[src/rtl/sync_fifo_ctrl_16x8_pkg.sv]
// rtl/sync_fifo_ctrl_16x8_pkg.sv - shared FIFO widths, depth and mode encoding
package fifo_pkg;

    localparam int FIFO_DW    = 8;
    localparam int FIFO_AW    = 4;
    localparam int FIFO_DEPTH = 1 << FIFO_AW;

    typedef enum logic [1:0] {
        EMPTY = 2'b00,
        MID   = 2'b01,
        FULL  = 2'b10
    } mode_t;

endpackage

[src/rtl/sync_fifo_ctrl_16x8_if.sv]
// rtl/sync_fifo_ctrl_16x8_if.sv - SRAM port bundle between FIFO controller and dual-port SRAM
interface sram_bus_if #(
    parameter int DW = fifo_pkg::FIFO_DW,
    parameter int AW = fifo_pkg::FIFO_AW
);
    logic          we;
    logic [AW-1:0] w_addr;
    logic [DW-1:0] data_w;
    logic          en;
    logic [AW-1:0] r_addr;
    logic [DW-1:0] data_r;

    modport master (
        output we, w_addr, data_w, en, r_addr,
        input  data_r
    );

    modport slave (
        input  we, w_addr, data_w, en, r_addr,
        output data_r
    );
endinterface

[src/rtl/sync_fifo_ctrl_16x8_ptr.sv]
// rtl/sync_fifo_ctrl_16x8_ptr.sv - wrap-around AW-bit pointer with increment and clear
module fifo_ptr_ctr #(
    parameter int AW = 4
) (
    input  logic          clk,
    input  logic          rst,
    input  logic          i_clr,
    input  logic          i_inc,
    output logic [AW-1:0] o_ptr
);

    always_ff @(posedge clk) begin
        if (rst || i_clr) begin
            o_ptr <= '0;
        end else if (i_inc) begin
            o_ptr <= o_ptr + AW'(1);
        end
    end

endmodule

[src/rtl/sync_fifo_ctrl_16x8.sv]
// rtl/sync_fifo_ctrl_16x8.sv - FIFO controller turning a dual-port SRAM into a 16-deep byte FIFO
module sync_fifo_ctrl_16x8
    import fifo_pkg::*;
#(
    parameter int DW     = FIFO_DW,
    parameter int AW     = FIFO_AW,
    parameter int AF_LVL = 12,
    parameter int AE_LVL = 4
) (
    input  logic          clk,
    input  logic          rst,
    input  logic          push,
    input  logic [DW-1:0] din,
    input  logic          pop,
    input  logic          flush,
    output logic [DW-1:0] dout,
    output logic          dout_valid,
    output logic          full,
    output logic          empty,
    output logic          almost_full,
    output logic          almost_empty,
    output logic [AW:0]   count,
    output logic          overflow,
    output logic          underflow,
    sram_bus_if.master    sram
);

    localparam int CW    = AW + 1;
    localparam int DEPTH = 1 << AW;

    mode_t          r_mode;
    mode_t          w_mode_nxt;
    logic [AW:0]    r_count;
    logic [AW:0]    w_count_nxt;
    logic           r_dout_valid;
    logic           r_overflow;
    logic           r_underflow;
    logic           w_push_ok;
    logic           w_pop_ok;
    logic [AW-1:0]  w_wptr;
    logic [AW-1:0]  w_rptr;

    assign full  = (r_mode == FULL);
    assign empty = (r_mode == EMPTY);

    // rst and flush both veto SRAM access so nothing lands in or leaves the RAM that cycle
    assign w_push_ok = push && !full  && !flush && !rst;
    assign w_pop_ok  = pop  && !empty && !flush && !rst;

    fifo_ptr_ctr #(.AW(AW)) u_wptr (
        .clk   (clk),
        .rst   (rst),
        .i_clr (flush),
        .i_inc (w_push_ok),
        .o_ptr (w_wptr)
    );

    fifo_ptr_ctr #(.AW(AW)) u_rptr (
        .clk   (clk),
        .rst   (rst),
        .i_clr (flush),
        .i_inc (w_pop_ok),
        .o_ptr (w_rptr)
    );

    always_comb begin
        w_mode_nxt  = r_mode;
        w_count_nxt = r_count;
        if (flush) begin
            w_mode_nxt  = EMPTY;
            w_count_nxt = '0;
        end else begin
            case ({w_push_ok, w_pop_ok})
                2'b10:   w_count_nxt = r_count + CW'(1);
                2'b01:   w_count_nxt = r_count - CW'(1);
                default: w_count_nxt = r_count;
            endcase
            unique case (r_mode)
                EMPTY: begin
                    if (w_push_ok) w_mode_nxt = MID;
                end
                MID: begin
                    if (w_push_ok && !w_pop_ok && r_count == CW'(DEPTH - 1)) begin
                        w_mode_nxt = FULL;
                    end else if (w_pop_ok && !w_push_ok && r_count == CW'(1)) begin
                        w_mode_nxt = EMPTY;
                    end
                end
                FULL: begin
                    if (w_pop_ok) w_mode_nxt = MID;
                end
                default: w_mode_nxt = EMPTY;
            endcase
        end
    end

    always_ff @(posedge clk) begin
        if (rst) begin
            r_mode       <= EMPTY;
            r_count      <= '0;
            r_dout_valid <= 1'b0;
            r_overflow   <= 1'b0;
            r_underflow  <= 1'b0;
        end else begin
            r_mode       <= w_mode_nxt;
            r_count      <= w_count_nxt;
            r_dout_valid <= w_pop_ok;
            if (flush) begin
                r_overflow  <= 1'b0;
                r_underflow <= 1'b0;
            end else begin
                r_overflow  <= r_overflow  | (push && full);
                r_underflow <= r_underflow | (pop  && empty);
            end
        end
    end

    assign count        = r_count;
    assign almost_full  = (r_count >= CW'(AF_LVL));
    assign almost_empty = (r_count <= CW'(AE_LVL));
    assign overflow     = r_overflow;
    assign underflow    = r_underflow;
    assign dout_valid   = r_dout_valid;
    assign dout         = sram.data_r;

    assign sram.we     = w_push_ok;
    assign sram.w_addr = w_wptr;
    assign sram.data_w = din;
    assign sram.en     = w_pop_ok;
    assign sram.r_addr = w_rptr;

endmodule
[src/flat_wrapper.sv]
// flat-port wrapper written by rule: the top's interface ports become plain ports
module sync_fifo_ctrl_16x8_flat import fifo_pkg::*;
#(
    parameter int DW     = FIFO_DW,
    parameter int AW     = FIFO_AW,
    parameter int AF_LVL = 12,
    parameter int AE_LVL = 4
)
  (clk, rst, push, din, pop, flush, dout, dout_valid, full, empty, almost_full, almost_empty, count, overflow, underflow, sram_we, sram_w_addr, sram_data_w, sram_en, sram_r_addr, sram_data_r);
  sram_bus_if #(.DW(DW), .AW(AW)) sram_i ();
  input  logic clk;
  input  logic rst;
  input  logic push;
  input  logic [DW-1:0] din;
  input  logic pop;
  input  logic flush;
  output logic [DW-1:0] dout;
  output logic dout_valid;
  output logic full;
  output logic empty;
  output logic almost_full;
  output logic almost_empty;
  output logic [AW:0] count;
  output logic overflow;
  output logic underflow;
  output wire logic [$bits(sram_i.we)-1:0] sram_we;
  output wire logic [$bits(sram_i.w_addr)-1:0] sram_w_addr;
  output wire logic [$bits(sram_i.data_w)-1:0] sram_data_w;
  output wire logic [$bits(sram_i.en)-1:0] sram_en;
  output wire logic [$bits(sram_i.r_addr)-1:0] sram_r_addr;
  input wire logic [$bits(sram_i.data_r)-1:0] sram_data_r;
  assign sram_we = sram_i.we;
  assign sram_w_addr = sram_i.w_addr;
  assign sram_data_w = sram_i.data_w;
  assign sram_en = sram_i.en;
  assign sram_r_addr = sram_i.r_addr;
  assign sram_i.data_r = sram_data_r;
  sync_fifo_ctrl_16x8 #(.DW(DW), .AW(AW), .AF_LVL(AF_LVL), .AE_LVL(AE_LVL)) u_core (.clk(clk), .rst(rst), .push(push), .din(din), .pop(pop), .flush(flush), .dout(dout), .dout_valid(dout_valid), .full(full), .empty(empty), .almost_full(almost_full), .almost_empty(almost_empty), .count(count), .overflow(overflow), .underflow(underflow), .sram(sram_i));
endmodule
[config.mk]
export PLATFORM = sky130hd
export DESIGN_NAME = sync_fifo_ctrl_16x8_flat
export DESIGN_NICKNAME = d
export VERILOG_FILES = /design/src/rtl/sync_fifo_ctrl_16x8_pkg.sv /design/src/rtl/sync_fifo_ctrl_16x8_if.sv /design/src/rtl/sync_fifo_ctrl_16x8_ptr.sv /design/src/rtl/sync_fifo_ctrl_16x8.sv /design/src/flat_wrapper.sv
export SDC_FILE = /design/constraint.sdc
export NUM_CORES = 1
export LEC_CHECK = 0
export ABC_AREA = 1
export CELL_PAD_IN_SITES_DETAIL_PLACEMENT = 1
export CELL_PAD_IN_SITES_GLOBAL_PLACEMENT = 1
export CORE_MARGIN = 5
export CORE_UTILIZATION = 23
export DETAILED_ROUTE_END_ITERATION = 10
export PLACE_DENSITY = 0.75
export SLEW_MARGIN = 20
export SYNTH_ARGS = -nofsm -noshare
export SYNTH_HDL_FRONTEND = slang
export SYNTH_SLANG_ARGS = --single-unit
export TNS_END_PERCENT = 1
[constraint.sdc]
create_clock -name clk -period 5.3 [get_ports clk]
set_clock_uncertainty 0.15 [all_clocks]
set_input_delay 1.06 -clock clk [delete_from_list [all_inputs] [get_ports clk]]
set_output_delay 1.06 -clock clk [all_outputs]
set_load 0.005 [all_outputs]
==> results of run 1 <==
## cells by family (layout without fill, tap and decap cells)
family	after synthesis	after routing
flip-flops	18	18
AO/OA/AOI/OAI	23	23
buffers and inverters	39	52
adder cells (fa/ha/maj)	8	8
AND/OR/NAND/NOR	56	56
XOR/XNOR	2	2
## per-stage QoR
step	cell area, um2	hold slack [ns]	total power, uW	setup slack, ns	util
after floorplan	1112	0.3021	162.0	2.602	-
after global placement	1329	0.3161	161.6	1.361	0.2813
after detailed placement	1329	0.3168	162.0	1.332	0.2813
after CTS	1384	0.3364	279.3	1.325	0.2930
after global routing	1384	0.3948	288.0	1.212	0.2930
final	1384	0.3347	274.8	1.330	0.2930
## synth_stat cells
master	number	share of area
nand2_1	21	0.071
inv_1	19	0.064
dfxtp_1	18	0.32
buf_4	17	0.11
a21oi_1	12	0.054
nor2_1	12	0.040
nand3_1	11	0.049
ha_1	8	0.090
o21ai_0	7	0.031
nand2_4	3	0.030
nor3_1	3	0.013
inv_2	2	0.0068
nand4_1	2	0.011
nor2_4	2	0.020
a211oi_1	1	0.0068
clkinv_2	1	0.0045
nand3_4	1	0.016
nor2_8	1	0.018
o21a_1	1	0.0068
o21ai_1	1	0.0045
o31ai_1	1	0.0068
xnor2_1	1	0.0079
xor2_1	1	0.0079
## final timing paths
path | from | endpoint | slack [ns] | cells after the start
worst max-delay path | flush | sram_we | 1.33 | 5
worst min-delay path | u_core.overflow | u_core.overflow | 0.33 | 2
worst max register to register | u_core.r_mode[0] | u_core.count[3] | 3.19 | 10
worst min register to register | u_core.overflow | u_core.overflow | 0.33 | 2
## state kept, by name, summed over array words and instances, names as in the netlist
name                 cells
u_core.overflow          1
u_core.u_wptr.o_ptr      4
u_core.underflow         1
u_core.u_rptr.o_ptr      4
u_core.count             5
u_core.dout_valid        1
u_core.r_mode            2
## area by class of cell
class	instances	area, um2
Fill cell	581	3339
Multi-Input combinational cell	89	540.5
Sequential cell	18	360.3
Timing Repair Buffer	26	260.3
Inverter	22	83.83
Tap cell	67	83.83
Clock buffer	4	55.05
## where the power goes
| part | switching [uW] | internal (uW) |
|---|---|---|
| Combinational | 11.4 | 9.31 |
| Clock | 50.0 | 66.1 |
| Sequential | 1.53 | 136 |
## routing by layer
layer / part of all wire / up-vias / GRT usage
met3: 0.072 / 5 / 0.03725
li1: - / 477 / -
met4: 0.013 / 0 / 0.03952
met1: 0.48 / 433 / 0.1051
met5: 0 / - / 0
met2: 0.43 / 20 / 0.1386
## cells in the final DEF (no fill, tap or decap), drive strengths merged, types with 2 or more instances in the layout
cell type / n
dfxtp: 18
nand2: 24
nor2: 15
o21ai: 8
inv: 21
nand4: 2
clkdlybuf4s50: 26
a21oi: 12
nor3: 3
nand3: 12
clkbuf: 4
ha: 8
## worst max-delay path, stage by stage
cell and delay, ns:
clkdlybuf4s50_1 0.44, nor2_4 0.30, nand2_1 0.21, nor2_8 0.21, clkdlybuf4s50_1 0.53
==> out/results.tsv, run 1 <==
stage	metric	value	unit
run_status	status	complete, no violations	
synthesis	mapped cell area	0.001112	mm2
global_route	pin count of the biggest net entering global routing	13	
setup_path	Worst setup EP type	output port	
finish	fraction of layout cells with a size suffix above 1	0.08805	
floorplan	Ports	59	
finish	area grow syn2layout	24.41	%
cts	Inserted Clock Buffers	3	
setup_path	WS Path Type	in -> out	
cts	Max H-tree Level	1	
floorplan	core box area	0.004723	mm2
synthesis	Synth Register Bits	18	
sta	TNS Setup	0	ns
floorplan	Die ar.	0.006327	mm2
global_route	vias in the first global route	973	
sta	Tcrit/Tclk final	0.7490	
finish	diode count	0	
placed_design	dpl cells	222	
worst_hold_path	worst hold-check path type	reg -> reg	
synthesis	post-synthesis mux area share	0	
synthesis	post-synthesis compound-gate area fraction	0.1102	
route	DRT iter0 DRCs	39	
synthesis	number of standard cells after synthesis	146	
global_route	initial antenna violation count	0	
synthesis	largest family of logic cells by synthesized area	simple AND/OR/NAND/NOR gates	
placed_design	hpwl dp	2096	um
sta	final hold vios	0	
sta	fin crit period	3.970	ns
cts	clock root cell	clkbuf_8	
floorplan	Die X-Extent	79.54	um
cts	clock latency at the later pin of the worst-skew pair	0.26	ns
job	max-cap viol count	0	
cts	hold bufs inserted after CTS	0	
synthesis	Synth Area in Simple Gates	0.2700	
synthesis	sequential cell area fraction in the yosys report	0.3240	
setup_path	Crit Path Max Fanout	12	
route	Total Routed Length	2658	um
cts	CTS Sinks	18	
setup_path	Arr. time, crit path	2.76	ns
cts	Clock Tree Buf Depth	2	
power	pwr/cell area	198.6	mW/mm2
synthesis	Mapped Nets	175	
synthesis	mean area per synthesized cell	7.619	um2
power	Peak supply drop	0.1256	mV
sta	Max Fclk	251.9	MHz
route	DRC viols	0	
cts	postcts setup bufs	0	
setup_path	Worst Path Required	4.09	ns
cts	PostCTS Resize Cnt	0	
synthesis	post-synthesis adder-cell area fraction	0.08999	
global_route	first-pass GRT wire length	4416	um
floorplan	Std-Cell Rows	25	
global_route	GRT Util Overall	0.08866	
placed_design	I/O Buffers	26	
route	vias per cell	4.137	
floorplan	Die Y-Extent	79.54	um
sta	Rel. slew slack	0.7657	
floorplan	Initial Utilization	0.2355	
synthesis	Yosys cell types	23	
cts	CTS tree	yes	
sta	Worst Max-Slew Pin Slew	0.3511	ns
power	leakage	0.0005483	uW
route	total number of vias	935	
finish	final net count	189	
cts	clk slew on worst S/H paths	0.07	ns
route	Routed Antenna Nets	0	
synthesis	synth warn	0	
sta	fin. max-slew vios	0	
sta	RSZ-0062 raised after global routing	false	
global_route	GRT Residual Overflow	0	
setup_path	startpoint types	input pin	
route	Pre-Repair DR Iteration Count	2	
sta	Final setup viols	0	
route	drt wl/cell	11.76	um
placed_design	gpl congestion	0.8488	
synthesis	post-synthesis xor/xnor area fraction	0.01575	
finish	Finished Layout Cells	226	
(Power assumes the default switching activity.)
==> inputs of run 2 (changes only) <==
--- a/config.mk
+++ b/config.mk
@@ -11,7 +11,7 @@
 export CORE_MARGIN = 5
 export CORE_UTILIZATION = 23
 export DETAILED_ROUTE_END_ITERATION = 10
-export PLACE_DENSITY = 0.75
+export PLACE_DENSITY = 0.78
 export SLEW_MARGIN = 20
 export SYNTH_ARGS = -nofsm -noshare
 export SYNTH_HDL_FRONTEND = slang
==> constraint.sdc (replaced) <==
create_clock -name clk -period 3.25 [get_ports clk]
set_clock_uncertainty 0.15 [all_clocks]
set_input_delay 0.65 -clock clk [delete_from_list [all_inputs] [get_ports clk]]
set_output_delay 0.65 -clock clk [all_outputs]
set_load 0.005 [all_outputs]
==> out/results.tsv, run 2 (synthesis gave the netlist of run 1 again) <==
stage	metric	value	unit	change
power	Tot Pwr	444.9	uW	+62%
sta	Tcrit/Tclk final	0.8831		
job	max-cap viol count	0		unchanged
route	Total Routed Length	2683	um	+0.94%
sta	RSZ-0062 raised after global routing	false		
placed_design	hpwl dp	2182	um	+4.1%
finish	diode count	0		unchanged
setup_path	startpoint types	input pin		
placed_design	gpl congestion	0.8200		-3.4%
sta	worst setup margin	0.3799	ns	-0.9503 ns
sta	TNS Setup	0	ns	unchanged
sta	fin. max-slew vios	0		unchanged
run_status	status	complete, no violations		
power	switching part of the total	0.2202		-0.008759
global_route	GRT Residual Overflow	0		unchanged
floorplan	Die X-Extent	79.54	um	unchanged
route	total number of vias	957		+2.4%
floorplan	core box area	0.004723	mm2	unchanged
global_route	vias in the first global route	1043		+7.2%
finish	fraction of layout cells with a size suffix above 1	0.09938		+0.01133
power	pwr/cell area	318.0	mW/mm2	+60%
power	P_int	346.9	uW	+64%
setup_path	Worst Path Required	2.45	ns	-1.64 ns
setup_path	Worst setup EP type	output port		
cts	clock root cell	clkbuf_8		
cts	hold bufs inserted after CTS	0		unchanged
finish	area grow syn2layout	25.76	%	
global_route	initial antenna violation count	0		unchanged
sta	Rel. slew slack	0.7976		+0.03193
finish	max reg flops	5		unchanged
finish	Core Util, Final	0.2962		+0.003179
route	Pre-Repair DR Iteration Count	4		+2
route	DRC viols	0		unchanged
cts	CTS tree	yes		
route	vias per cell	4.197		+1.5%
global_route	GRT Util Overall	0.09082		+0.002165
route	DRT iter0 DRCs	40		+2.6%
sta	Final setup viols	0		unchanged
power	Flop pwr share	0.506		+0.004
power	clock share of power	0.414		-0.009
sta	Max Fclk	348.4	MHz	
route	drt wl/cell	11.77	um	about the same
worst_hold_path	worst hold-check path type	reg -> reg		
finish	final net count	191		+1.1%
power	leakage	0.0005588	uW	+1.9%
cts	Inserted Clock Buffers	3		unchanged
cts	clock latency at the later pin of the worst-skew pair	0.26	ns	about the same
floorplan	Initial Utilization	0.2355		unchanged
sta	Worst Max-Slew Pin Slew	0.3032	ns	-0.04792 ns
setup_path	WS Path Type	in -> out		
cts	Clock Tree Buf Depth	2		unchanged
power	Peak supply drop	0.2319	mV	+85%
cts	postcts setup bufs	0		unchanged
power	logic gate share of total power	0.080		+0.005
route	Routed Antenna Nets	0		unchanged
floorplan	Die ar.	0.006327	mm2	unchanged
sta	fin crit period	2.870	ns	
global_route	first-pass GRT wire length	4581	um	+3.7%
placed_design	I/O Buffers	26		unchanged
global_route	pin count of the biggest net entering global routing	11		-2
finish	commonest non-fill, non-tap cells in the layout	clkdlybuf4s50_1, nand2_1, inv_1, dfxtp_1		
cts	Max H-tree Level	1		unchanged
cts	PostCTS Resize Cnt	0		unchanged
cts	CTS Sinks	18		unchanged
floorplan	Ports	59		unchanged
power	Psw	97.96	uW	+56%
setup_path	Arr. time, crit path	2.07	ns	-0.69 ns
sta	WHS	0.3275	ns	-0.007204 ns
floorplan	Std-Cell Rows	25		unchanged
floorplan	Die Y-Extent	79.54	um	unchanged
setup_path	Crit Path Max Fanout	4		-8
sta	final hold vios	0		unchanged
finish	most common cell after layout, fill and taps aside	clkdlybuf4s50_1		
placed_design	Setup Slack @ Placement	0.3454	ns	-0.9863 ns
cts	clk slew on worst S/H paths	0.07	ns	about the same
[run 2: cell count changes in the layout (fill, tap and decap cells not counted), sizes merged]
cell	delta
buf	+2
[run 2: per-layer routing]
metal  part of all wire  track usage
met1               0.44       0.1046
met2               0.48       0.1578
met3              0.077      0.04289
met4                  0     0.008591
met5                  0            0
[run 2: worst paths after layout]
kind	from	to	slack (ns)	cells after the start
worst min register to register	u_core.underflow	u_core.underflow	0.33	2
worst max register to register	u_core.r_mode[0]	u_core.count[3]	1.13	10
worst max-delay path	flush	sram_we	0.38	5
worst min-delay path	u_core.underflow	u_core.underflow	0.33	2
[run 2: worst max-delay path, cell delays in order]
cell and delay [ns]:
clkdlybuf4s50_1 0.45, nor2_4 0.18, nand2_1 0.16, nor2_8 0.11, clkdlybuf4s50_1 0.51
[run 2: area by class of cell]
type	count	area, um2
Clock buffer	4	55.05
Fill cell	592	3324
Inverter	22	83.83
Multi-Input combinational cell	89	540.5
Sequential cell	18	360.3
Tap cell	67	83.83
Timing Repair Buffer	28	275.3
[run 2: power by group through the flow]
| stage | Combinational (uW) | Sequential [uW] | Clock [uW] |
|---|---|---|---|
| final | 35.7 | 225 | 184 |
| after global routing | 39.8 | 225 | 204 |
| after CTS | 36.5 | 225 | 193 |
| after detailed placement | 36.4 | 230 | 0 |
| after global placement | 35.2 | 230 | 0 |
| after floorplan | 34.3 | 230 | 0 |
[run 2: per-stage QoR]
stage | cells | area, um2
5_1_grt | 228 | 1399
4_1_cts | 228 | 1399
3_5_place_dp | 224 | 1344
6_report | 228 | 1399
2_1_floorplan | 146 | 1112
3_3_place_gp | 224 | 1344
